**src/rtl/mul_result_capture.sv**
```systemverilog
// mul_result_capture: latches shift-add multiplier partial products, counts steps, hands off the final product over valid/ready
// clk/rst: clock and async active-high reset; start: begin a new product; in/done: datapath partial product and completion flag
// answer/step_cnt: captured product and step count; busy: capturing; valid/ready: output handshake; err: sticky step timeout
module mul_result_capture #(
  parameter int WIDTH = 16,
  parameter int STEPS = 8,
  parameter int CNT_W = 4
) (
  input  logic             clk,
  input  logic             rst,
  input  logic             start,
  input  logic [WIDTH-1:0] in,
  input  logic             done,
  input  logic             ready,
  output logic [WIDTH-1:0] answer,
  output logic [CNT_W-1:0] step_cnt,
  output logic             busy,
  output logic             valid,
  output logic             err
);
  typedef enum logic [1:0] {IDLE, CAPTURE, HOLD} state_t;
  state_t state_q, state_d;
  logic [WIDTH-1:0] answer_q, answer_d;
  logic [CNT_W-1:0] cnt_q, cnt_d;
  logic err_q, err_d, busy_q, valid_q;
  always_comb begin
    state_d = state_q;
    answer_d = answer_q;
    cnt_d = cnt_q;
    err_d = err_q;
    case (state_q)
      IDLE: if (start) begin
        state_d = CAPTURE;
        cnt_d = '0;
        err_d = 1'b0;
      end
      CAPTURE: if (done) begin
        answer_d = in;
        state_d = HOLD;
      end else if (cnt_q < CNT_W'(STEPS)) begin
        answer_d = in;
        cnt_d = cnt_q + CNT_W'(1);
      end else begin
        err_d = 1'b1;
        state_d = IDLE;
      end
      HOLD: if (ready) begin
        state_d = start ? CAPTURE : IDLE;
        cnt_d = start ? '0 : cnt_q;
        err_d = start ? 1'b0 : err_q;
      end
      default: state_d = IDLE;
    endcase
  end
  always_ff @(posedge clk or posedge rst) begin
    if (rst) begin
      state_q <= IDLE;
      answer_q <= '0;
      cnt_q <= '0;
      err_q <= 1'b0;
      busy_q <= 1'b0;
      valid_q <= 1'b0;
    end else begin
      state_q <= state_d;
      answer_q <= answer_d;
      cnt_q <= cnt_d;
      err_q <= err_d;
      busy_q <= state_d == CAPTURE;
      valid_q <= state_d == HOLD;
    end
  end
  assign answer = answer_q;
  assign step_cnt = cnt_q;
  assign busy = busy_q;
  assign valid = valid_q;
  assign err = err_q;
endmodule

```
**config.mk**
```make
export PLATFORM = sky130hd
export DESIGN_NAME = mul_result_capture
export DESIGN_NICKNAME = d
export VERILOG_FILES = /design/src/rtl/mul_result_capture.sv
export SDC_FILE = /design/constraint.sdc
export NUM_CORES = 1
export LEC_CHECK = 0
export CAP_MARGIN = 10
export CORE_ASPECT_RATIO = 0.8
export CORE_MARGIN = 2
export CORE_UTILIZATION = 35
export CTS_CLUSTER_DIAMETER = 150
export CTS_CLUSTER_SIZE = 40
export DETAILED_ROUTE_END_ITERATION = 10
export PLACE_DENSITY = 0.68
export SYNTH_ARGS = -nofsm -noshare
export SYNTH_HDL_FRONTEND = slang
export SYNTH_SLANG_ARGS = --single-unit
export TNS_END_PERCENT = 10
```
**constraint.sdc**
```tcl
create_clock -name clk -period 2 [get_ports clk]
set_clock_uncertainty 0.2 [all_clocks]
set_input_delay 0.2 -clock clk [delete_from_list [all_inputs] [get_ports clk]]
set_output_delay 0.2 -clock clk [all_outputs]
set_load 0.01 [all_outputs]
```
-- Word-level counts from Yosys, hierarchy flattened
Cells that the tools add are included.
- output and inout bits: 23
- logic and storage cells: 40
- register bits after elaboration: 25
- input port bits: 21
- add/subtract/negate cells: 1
- reductions and logical operators: 6
- equal/unequal tests: 8
- multiplexer cells: 18
- $lt $le $gt $ge: 1
- operator list (kind ; number):
    $mux 16 ; 2
    $mux 4 ; 4
    $pmux 4 s3 ; 1
    $mux 2 ; 4
    $ne 2x2->1 const B ; 4
    $reduce_and 4->1 ; 2
    $pmux 2 s3 ; 1
    $mux 1 ; 5
    $add 4x1->4 const B ; 1
    $eq 2x1->1 const B ; 2
    $eq 2x2->1 const B ; 2
    $lt 4x4->1 const B ; 1
    $pmux 1 s3 ; 1
    $reduce_bool 3->1 ; 1
    $logic_not 2->1 ; 1
    $reduce_and 2->1 ; 1
    $reduce_bool 2->1 ; 1

-- Longest topological paths before layout
- word-level depth: 5
- mapped depth: 4
- depth with buffers taken out: 4

-- Worst setup path before layout
Ideal clock, no wire load.
- path kind: register to register
- start point: register cnt_q[3], in the netlist step_cnt[3]
- end point: register answer_q[0], in the netlist answer[0]
- library setup time: 0.125 ns
- required time: 1.675 ns
- stages on the path, launching flop included: 5
- arrival time: 1.355 ns
- period minus slack after synthesis: 1.680 ns
- path slack: 0.320 ns
- path buffers: 1
- cells stage by stage: dfrtp_1 -> nor2b_2 -> nor3_4 -> buf_12 -> mux2_4
- word-level cells in the longest chain between the ends: 3
- RTL lines (item ; line ; text):
    start, declared ; 24 ; logic [CNT_W-1:0] cnt_q, cnt_d;
    start signal, assigned ; 66 ; cnt_q <= cnt_d;
    $lt 4x4->1 ; 40 ; end else if (cnt_q < CNT_W'(STEPS)) begin
    $reduce_bool 2->1 (no line) ; - ;
    $reduce_and 2->1 (no line) ; - ;
    end signal, assigned ; 65 ; answer_q <= answer_d;
    end, declared ; 23 ; logic [WIDTH-1:0] answer_q, answer_d;
No other way between the ends.
A chain may end at the register's enable or synchronous reset.

-- Final worst setup path
- start point: register cnt_q[3], in the netlist step_cnt[3]
- end point: output step_cnt[3]
- RTL lines (item ; line ; text):
    end, declared ; 16 ; output logic [CNT_W-1:0] step_cnt,
No word-level cell between the ends.

==> results by group <==
Power and ir drop
  • Leakage Power: just under 0.7 nW
  • Power density cells: approximately 1400 nW/um^2
  • Pwr Total: between 2 and 2.5 mW
  • Peak supply drop: 0.727 mV

Worst setup path
  • Worst Setup Start Kind: flop
  • Crit Path Max Fanout: 5
  • WS Path Type: flop to output port
  • Bufs and invs on worst path: 1
  • Worst reg2reg setup slack: roughly 360 ps
  • CP peak stage delay: between 500 and 600 ps
  • Critical-path top delay cell: clkdlybuf4s50_1
  • Worst setup EP type: output port
  • Cell family with most CP delay: buffers and inverters
  • Critical Path RT: 1600 ps
  • Worst reg2reg path depth: 3
  • Critical Path AT: approximately 1200 ps
  • Reg-to-reg endpoint: step_cnt[2]$_DFFE_PP0P_
  • Cell Chain, Critical Path: clkdlybuf4s50_1
  • Worst flop-to-flop path startpoint: state_q[1]$_DFF_PP0_

Placed design
  • Port Buffers: 43
  • Place WS: ~150 ps
  • DPL Wire Length: around 1600 um
  • RD Place Congestion: ~0.8
  • Placed Area: roughly 1500 um^2

Global route
  • Vias in the first global route: 727
  • First-pass GRT wire length: ~3300 um
  • Grt ovf: 0
  • GRT Overall Usage: 0.132
  • Initial antenna violation count: 0
  • Largest net degree at the start of global routing: 26

Detailed routing
  • DRC violations left: 0
  • Post-Route WL: between 2000 and 2500 um
  • ANT nets after route: 0
  • DRT iter0 DRCs: 7
  • DR vias: approximately 720
  • 1st-pass router iterations: 6
  • Wire per inst: 13.3 um
  • Via/cell ratio: 4.63

CTS
  • Clk Latency, worst-skew pair: roughly 260 ps
  • TritonCTS Sinks: 25
  • CTS tree: built
  • Htree depth: 1
  • Clk pin slew, worst setup/hold paths: 80 ps
  • CTS root buf: clkbuf_8
  • PostCTS Resize Cnt: 0
  • Post-cts hold buffer count: 0
  • Setup Buffers After CTS: 0
  • Worst-case clock buffer depth: 2
  • CTS buffer count: 3

Min path
  • Hold WC Path Type: input port to asynchronous set/reset pin

Floorplanning
  • Row cnt: 17
  • Die Area: ~3500 um^2
  • Core area: between 2000 and 3000 um^2
  • IO Pins: 44
  • Chip Height: 53.0 um
  • Die X: between 60 and 70 um
  • Initial cell density of the core: 0.374

Synthesis
  • Yosys warnings: 0
  • Cell count after synthesis: 69
  • Sequential share of the synthesized area: 0.595
  • Syn_area_per_cell: 15.2 um^2
  • #FFs+latches synth: 25
  • Mapped cell area: 1050 um^2
  • Syn_nets: 91
  • Synth cell types: 24

Job
  • Max_cap viols: 0

Finish
  • Final instance area: about 1600 um^2
  • Synthesis-to-layout area growth: 50.0%
  • Fill cells: roughly 250
  • Share of layout cells above drive strength 1: 0.220
  • N_diodes: 0
  • Post-layout nets: between 100 and 150

Timing
  • Worst Max-Slew Pin Slew: approximately 570 ps
  • Setup TNS Final: 0 ps
  • Slew headroom: 0.616
  • Hold Violations, Final: 0
  • Min Tclk post-route: about 1600 ps
  • Worst setup margin: 356 ps
  • Final Hold Slack: approximately 77 ps
  • RSZ-0062 raised after global routing: false
  • Fin. max-slew vios: 0
  • Tcrit/Tclk final: 0.822
  • Fmax: roughly 600 MHz
  • Final setup violation count: 0

Outcome
  • Status: completed
[area by class of cell]
class / instances / area [um^2] / share of cell area
Tap cell: 38 / 47.5 / 0.0302
Sequential cell: 25 / 626 / 0.397
Inverter: 4 / 15.0 / 0.00952
Timing Repair Buffer: 46 / 453 / 0.287
Clock buffer: 4 / 45.0 / 0.0286
Multi-Input combinational cell: 39 / 390 / 0.248
[worst reg2reg max path, stage by stage (launching register included)]
cell     delay (ps)
dfrtp_1         470
or4b_1          620
o21ai_2         130
o21ai_0         110
[state kept, by name (all words and copies together) (netlist names)]
name	cells
step_cnt	4
err	1
valid	1
busy	1
state_q	2
answer	16
[cell usage in the layout, fill, tap and decap left out, types with 2 or more instances in the layout]
master and count:
inv_1 3, dfrtp_1 25, o21ai_0 3, nor2_1 3, clkdlybuf4s50_1 43, mux2_2 6, clkbuf_8 3, mux2_4 10
a22o_1 2, buf_4 3
[power breakdown]
group	internal, mW	switching, mW	leakage [nW]
clock network	0.142	0.143	0.0228
logic	0.703	0.378	0.355
registers	0.721	0.145	0.305
[metal layers]
metal  up-vias  track usage  wire length [um]  share of wire
li1        344            -                 -              -
met1       348        0.180               984           0.47
met2        28        0.189               879           0.42
met3         2       0.0702               206          0.099
met4         0       0.0208                10         0.0048
met5         -            0                 0              0
[synth_stat cells (all sizes together)]
library cell | number | area, um^2
dfrtp | 25 | 626
mux2 | 16 | 218
inv | 4 | 15.0
o21ai | 4 | 23.8
nor2 | 3 | 11.3
a22o | 2 | 17.5
nor2b | 2 | 15.0
a21oi | 1 | 5.00
a31oi | 1 | 6.26
a41oi | 1 | 8.76
and2b | 1 | 7.51
buf | 1 | 20.0
ha | 1 | 12.5
mux2i | 1 | 10.0
nand2 | 1 | 3.75
nand2b | 1 | 6.26
nor3 | 1 | 16.3
nor4b | 1 | 8.76
nor4bb | 1 | 10.0
or4b | 1 | 10.0
[worst max-delay path by stage]
stage                     depth (start not counted)                       to               startpoint
after floorplan                                   4    answer[0]$_DFFE_PP0P_  step_cnt[3]$_DFFE_PP0P_
after global placement                            4  step_cnt[1]$_DFFE_PP0P_                     done
after detailed placement                          5    answer[7]$_DFFE_PP0P_                     done
after CTS                                         1              step_cnt[3]  step_cnt[3]$_DFFE_PP0P_
after global routing                              3  step_cnt[2]$_DFFE_PP0P_     state_q[1]$_DFF_PP0_
final                                             1              step_cnt[3]  step_cnt[3]$_DFFE_PP0P_
[through the flow]
stage          utilization  instances
6_report             0.561        156
5_1_grt              0.561        156
4_1_cts              0.561        156
3_5_place_dp         0.545        152
3_3_place_gp         0.545        152
2_1_floorplan            -         69
[logic make-up (layout without fill, tap and decap cells)]
group / count (synthesis) / count (layout) / synth area share
DFF: 25 / 25 / 0.595
and+or+nand+nor: 12 / 12 / 0.0845
muxes: 17 / 17 / 0.217
buffers and inverters: 5 / 54 / 0.0333
adders and majority gates: 1 / 1 / 0.0119
AOI/OAI and AO/OA: 9 / 9 / 0.0583
(Power assumes the default switching activity.)
